`config.mk`:
```
export PLATFORM = sky130hd
export DESIGN_NAME = shift_arb
export DESIGN_NICKNAME = d
export VERILOG_FILES = /design/src/rtl/shift_arb.sv
export SDC_FILE = /design/constraint.sdc
export NUM_CORES = 1
export LEC_CHECK = 0
export ABC_AREA = 1
export CAP_MARGIN = 20
export CORE_MARGIN = 5
export CORE_UTILIZATION = 43
export CTS_CLUSTER_SIZE = 12
export DETAILED_ROUTE_END_ITERATION = 10
export PLACE_DENSITY = 0.72
export SKIP_CTS_REPAIR_TIMING = 1
export SLEW_MARGIN = 10
export SYNTH_ARGS = -nofsm -noshare
export SYNTH_HDL_FRONTEND = slang
export SYNTH_SLANG_ARGS = --single-unit
```
`constraint.sdc`:
```
create_clock -name clk -period 1.15 [get_ports clk]
set_clock_uncertainty 0.2 [all_clocks]
set_input_delay 0.115 -clock clk [delete_from_list [all_inputs] [get_ports clk]]
set_output_delay 0.115 -clock clk [all_outputs]
set_load 0.1 [all_outputs]
```
`src/rtl/shift_arb.sv`:
```
// shift_arb: round-robin arbiter sharing one 4-bit shift register between two requesters.
//   Requester A: the 4-bit word pi_a is loaded into the register, then shifted out on so, MSB first.
//   Requester B: four serial bits on si_b are shifted in and presented as a word on po_b.
//
// Ports:
//   clk             rising-edge clock
//   reset           asynchronous, active-low reset
//   req_a, pi_a     A request level and A parallel data
//   req_b, si_b     B request level and B serial data
//   gnt_a, gnt_b    current owner of the shared register
//   so              serial out; 0 outside SHIFT_OUT
//   po_b            last word captured for B
//   done_a, done_b  one-cycle completion pulses
//   busy            high whenever the FSM is not idle
module shift_arb (
  input  logic       clk,
  input  logic       reset,
  input  logic       req_a,
  input  logic [3:0] pi_a,
  input  logic       req_b,
  input  logic       si_b,
  output logic       gnt_a,
  output logic       gnt_b,
  output logic       so,
  output logic [3:0] po_b,
  output logic       done_a,
  output logic       done_b,
  output logic       busy
);

  typedef enum logic [2:0] {
    StIdle,
    StLoad,
    StShiftOut,
    StShiftIn,
    StDone
  } state_e;

  state_e     state_q;
  logic [3:0] sr_q;
  logic [1:0] cnt_q;
  logic       last_b_q;   // 1: B was granted last (reset value, so A wins the first tie)
  logic       owner_b_q;  // 1: the running transfer belongs to B

  // Serial out is the live register MSB, only while shifting out.
  assign so = (state_q == StShiftOut) & sr_q[3];

  // Grants, done pulses and busy are registered alongside the state they describe.
  always_ff @(posedge clk or negedge reset) begin
    if (!reset) begin
      state_q   <= StIdle;
      sr_q      <= 4'd0;
      cnt_q     <= 2'd0;
      last_b_q  <= 1'b1;
      owner_b_q <= 1'b0;
      po_b      <= 4'd0;
      gnt_a     <= 1'b0;
      gnt_b     <= 1'b0;
      done_a    <= 1'b0;
      done_b    <= 1'b0;
      busy      <= 1'b0;
    end else begin
      done_a <= 1'b0;
      done_b <= 1'b0;
      unique case (state_q)
        StIdle: begin
          // On a tie, grant whoever did not go last.
          if (req_a && (!req_b || last_b_q)) begin
            state_q   <= StLoad;
            owner_b_q <= 1'b0;
            last_b_q  <= 1'b0;
            gnt_a     <= 1'b1;
            busy      <= 1'b1;
          end else if (req_b) begin
            state_q   <= StShiftIn;
            owner_b_q <= 1'b1;
            last_b_q  <= 1'b1;
            cnt_q     <= 2'd0;
            gnt_b     <= 1'b1;
            busy      <= 1'b1;
          end
        end
        StLoad: begin
          sr_q    <= pi_a;
          cnt_q   <= 2'd0;
          state_q <= StShiftOut;
        end
        StShiftOut: begin
          sr_q  <= {sr_q[2:0], 1'b0};
          cnt_q <= cnt_q + 2'd1;  // wraps 3->0 as the shift ends
          if (cnt_q == 2'd3) begin
            state_q <= StDone;
            done_a  <= 1'b1;
          end
        end
        StShiftIn: begin
          sr_q  <= {sr_q[2:0], si_b};
          cnt_q <= cnt_q + 2'd1;
          if (cnt_q == 2'd3) begin
            state_q <= StDone;
            po_b    <= {sr_q[2:0], si_b};
            done_b  <= 1'b1;
          end
        end
        StDone: begin
          // Always pass through idle, so a still-high request is arbitrated afresh.
          state_q <= StIdle;
          gnt_a   <= 1'b0;
          gnt_b   <= 1'b0;
          busy    <= 1'b0;
        end
        default: begin
          state_q <= StIdle;
          gnt_a   <= 1'b0;
          gnt_b   <= 1'b0;
          busy    <= 1'b0;
        end
      endcase
    end
  end

  // owner_b_q records the transfer's owner; the grant flops carry the same information.
  logic unused_owner;
  assign unused_owner = owner_b_q;

endmodule

```
==> key figures <==
Final layout
  • Nets@finish: 154
  • Relative area change from synthesis to final layout: 70.7%
  • # diodes: 0
  • Share of the core filled with cells: 75.6%
  • Final cell count without fillers: 170
  • Most frequent standard cell in the layout excluding fill and tap cells: sky130_fd_sc_hd__nand2_1
  • Top library cells by usage in the layout, fill and taps aside: sky130_fd_sc_hd__nand2_1 (31), sky130_fd_sc_hd__buf_4 (19), sky130_fd_sc_hd__buf_12 (12), sky130_fd_sc_hd__dfrtp_2 (10)
  • Fraction of final layout cells sized beyond drive strength 1: 46.9%

Detailed routing
  • Vias per Instance: 4.66
  • Number of design-rule violations left by the first detailed-router iteration: 6
  • Vias post-DR: 792
  • DR DRC count: 0
  • DRT Pass-1 Iters: 4
  • Total length of routed wires: 2090 um
  • Routed wirelength normalized by instance count: 12.3 um
  • Number of nets with antenna violations after routing: 0

STA
  • Highest clock frequency the design can meet: 632 MHz
  • Final number of setup-violating endpoints: 28
  • Tightest slew margin relative to the limit: 75.7%
  • Time the worst path needs with I/O delays and setup: 1.58 ns
  • Final Slew Violations: 0
  • Final hold violation count: 0
  • Worst setup slack after layout: -0.433 ns
  • Setup repair after global routing missed its margin: true
  • Slew of the pin with the lowest slew margin: 0.363 ns
  • Fraction of the cycle the final worst path needs: 138%
  • Smallest hold slack: 0.179 ns

Clock tree
  • Depth of the CTS H-tree: 1
  • Clock-pin slew on the worst setup and hold paths: 0.10 ns
  • Clock Tree Buf Depth: 2
  • Source-to-sink clock delay at the later pin of the worst-skew pair: 0.30 ns
  • Clock tree root driver cell: sky130_fd_sc_hd__clkbuf_4
  • Clock tree from TritonCTS: yes
  • Total clock buffers created by CTS: 3
  • Clock tree sinks: 19

Worst setup path
  • Worst flop-to-flop path endpoint: busy
  • Crit path max fanout: 3
  • Worst setup EP type: output pin
  • Critical path capture point: so
  • Arrival time worst endpoint: 1.27 ns
  • CP Class: reg2out
  • Flop2flop setup slack: -0.25 ns
  • Logic depth of the worst register-to-register path: 5
  • Critical path launch point: state_q[2]
  • Data required time at the worst endpoint: 0.83 ns
  • Launching point of the worst reg2reg path: state_q[1]
  • CP startpoint kind: flop

Status
  • Violations in the final reports: negative setup slack
  • Status: finished, violations left

GRT
  • Via count of the first global-routing pass: 806
  • Largest net degree at the start of global routing: 20
  • Wire length of the first global-routing pass: 3350 um
  • Residual overflow from global routing: 0
  • Number of antenna violations at the first check in global routing: 0
  • Global-route total usage across every layer: 16.2%

Placement
  • Total of buffers placed on input and output ports: 18
  • Dpl cells: 155
  • Worst setup timing slack at the placement stage: -0.266 ns
  • Weighted congestion reported at the end of routability-driven placement: 0.800
  • HPWL reported at the end of detailed placement: 1480 um

Floorplanning
  • Initial Util: 44.3%
  • Number of top-level pins: 19
  • Standard-cell rows: 16
  • Height of the die: 54.7 um
  • Floorplan Core Area: 0.00194 mm^2
  • Width of the chip: 54.7 um
  • Die Footprint: 0.00299 mm^2

Logic synthesis
  • Post-synthesis instance area: 860 um^2
  • Flip-flop and latch count after synthesis: 19
  • Portion of the post-synthesis area used by sequential elements: 55.5%
  • Post-Synthesis Mean Instance Area: 8.77 um^2
  • Share of the synthesized area in compound gates (AO/OA/AOI/OAI): 10.0%
  • Dominant combinational cell family by area after synthesis: simple AND/OR/NAND/NOR gates
  • Yosys synthesis warning count: 0
  • Cells after synthesis: 98
  • Post-Synth XOR/XNOR Area: 0%
  • Total nets after synthesis: 108
  • Post-Synth Simple-Gate Area: 27.5%
  • Fraction of the mapped netlist area in adder cells: 1.46%
  • Fraction of synthesized area in multiplexers: 0%
  • Netlist cell types: 20

Min path
  • Worst Hold Class: in2reg

Flow run
  • Number of violations of the max-capacitance limit: 0
[final cells by class]
class	count	area, um^2
Multi-Input combinational cell	67	384
Fill cell	147	474
Clock buffer	4	26.3
Inverter	12	50.0
Timing Repair Buffer	41	484
Sequential cell	19	489
Tap cell	27	33.8
[stage by stage]
stage / setup TNS (ns) / cell area (um^2)
6_report: -4.28 / 1470
5_1_grt: -6.02 / 1470
4_1_cts: -3.20 / 1350
3_5_place_dp: -2.54 / 1320
3_3_place_gp: -1.96 / 1320
2_1_floorplan: -0.920 / 895
[Yosys cell counts]
master	number	area, um^2
sky130_fd_sc_hd__or2_0	1	6.26
sky130_fd_sc_hd__nand3_1	1	5.00
sky130_fd_sc_hd__a21oi_1	4	20.0
sky130_fd_sc_hd__o21ai_1	4	20.0
sky130_fd_sc_hd__nor2_4	2	22.5
sky130_fd_sc_hd__o21ai_0	3	15.0
sky130_fd_sc_hd__dfstp_2	1	26.3
sky130_fd_sc_hd__inv_4	1	6.26
sky130_fd_sc_hd__o21bai_1	1	7.51
sky130_fd_sc_hd__inv_2	2	7.51
sky130_fd_sc_hd__a21oi_2	1	8.76
sky130_fd_sc_hd__o211ai_1	2	15.0
sky130_fd_sc_hd__dfrtp_1	18	450
sky130_fd_sc_hd__nand2_1	33	124
sky130_fd_sc_hd__nor2_2	1	6.26
sky130_fd_sc_hd__inv_1	9	33.8
sky130_fd_sc_hd__nand2_4	3	33.8
sky130_fd_sc_hd__nor3_1	1	5.00
sky130_fd_sc_hd__nor2_1	9	33.8
sky130_fd_sc_hd__ha_1	1	12.5
[worst max-delay path: stages, from the launching register on]
cell                      delay (ns)
sky130_fd_sc_hd__dfrtp_1        0.41
sky130_fd_sc_hd__inv_2          0.08
sky130_fd_sc_hd__nand2_4        0.07
sky130_fd_sc_hd__inv_4          0.08
sky130_fd_sc_hd__nand2_4        0.06
sky130_fd_sc_hd__nor2_4         0.10
sky130_fd_sc_hd__buf_12         0.18
[metal layers]
| layer | wire length [um] | vias to the layer above | global-route usage (%) |
|---|---|---|---|
| li1 | - | 397 | - |
| met1 | 819 | 373 | 16.6 |
| met2 | 1140 | 17 | 29.3 |
| met3 | 81 | 5 | 2.72 |
| met4 | 51 | 0 | 11.2 |
| met5 | 0 | - | 0 |
[worst min path at each step]
stage           from  depth (start not counted)  endpoint
6_report        si_b                          3   po_b[0]
3_5_place_dp   reset                          2   sr_q[3]
2_1_floorplan  reset                          0      busy
4_1_cts        reset                          2    done_b
5_1_grt         si_b                          3   po_b[0]
3_3_place_gp   reset                          2   sr_q[2]
[sequential cells by signal, summed over array words and instances, names as in the netlist]
signal and count:
gnt_a 1, busy 1, gnt_b 1, po_b 4, state_q 3, cnt_q 2, done_a 1, done_b 1
sr_q 4, last_b_q 1
[cell families (layout without fill, tap and decap cells)]
kind of cell | Yosys count | after routing
AND/OR/NAND/NOR | 51 | 51
flip-flops | 19 | 19
AO/OA/AOI/OAI | 15 | 15
buffers and inverters | 12 | 57
adder cells (fa/ha/maj) | 1 | 1
Power is left out: the tool's default activity adds up to more than one toggle a clock period on the data nets, which glitch-free logic cannot reach.
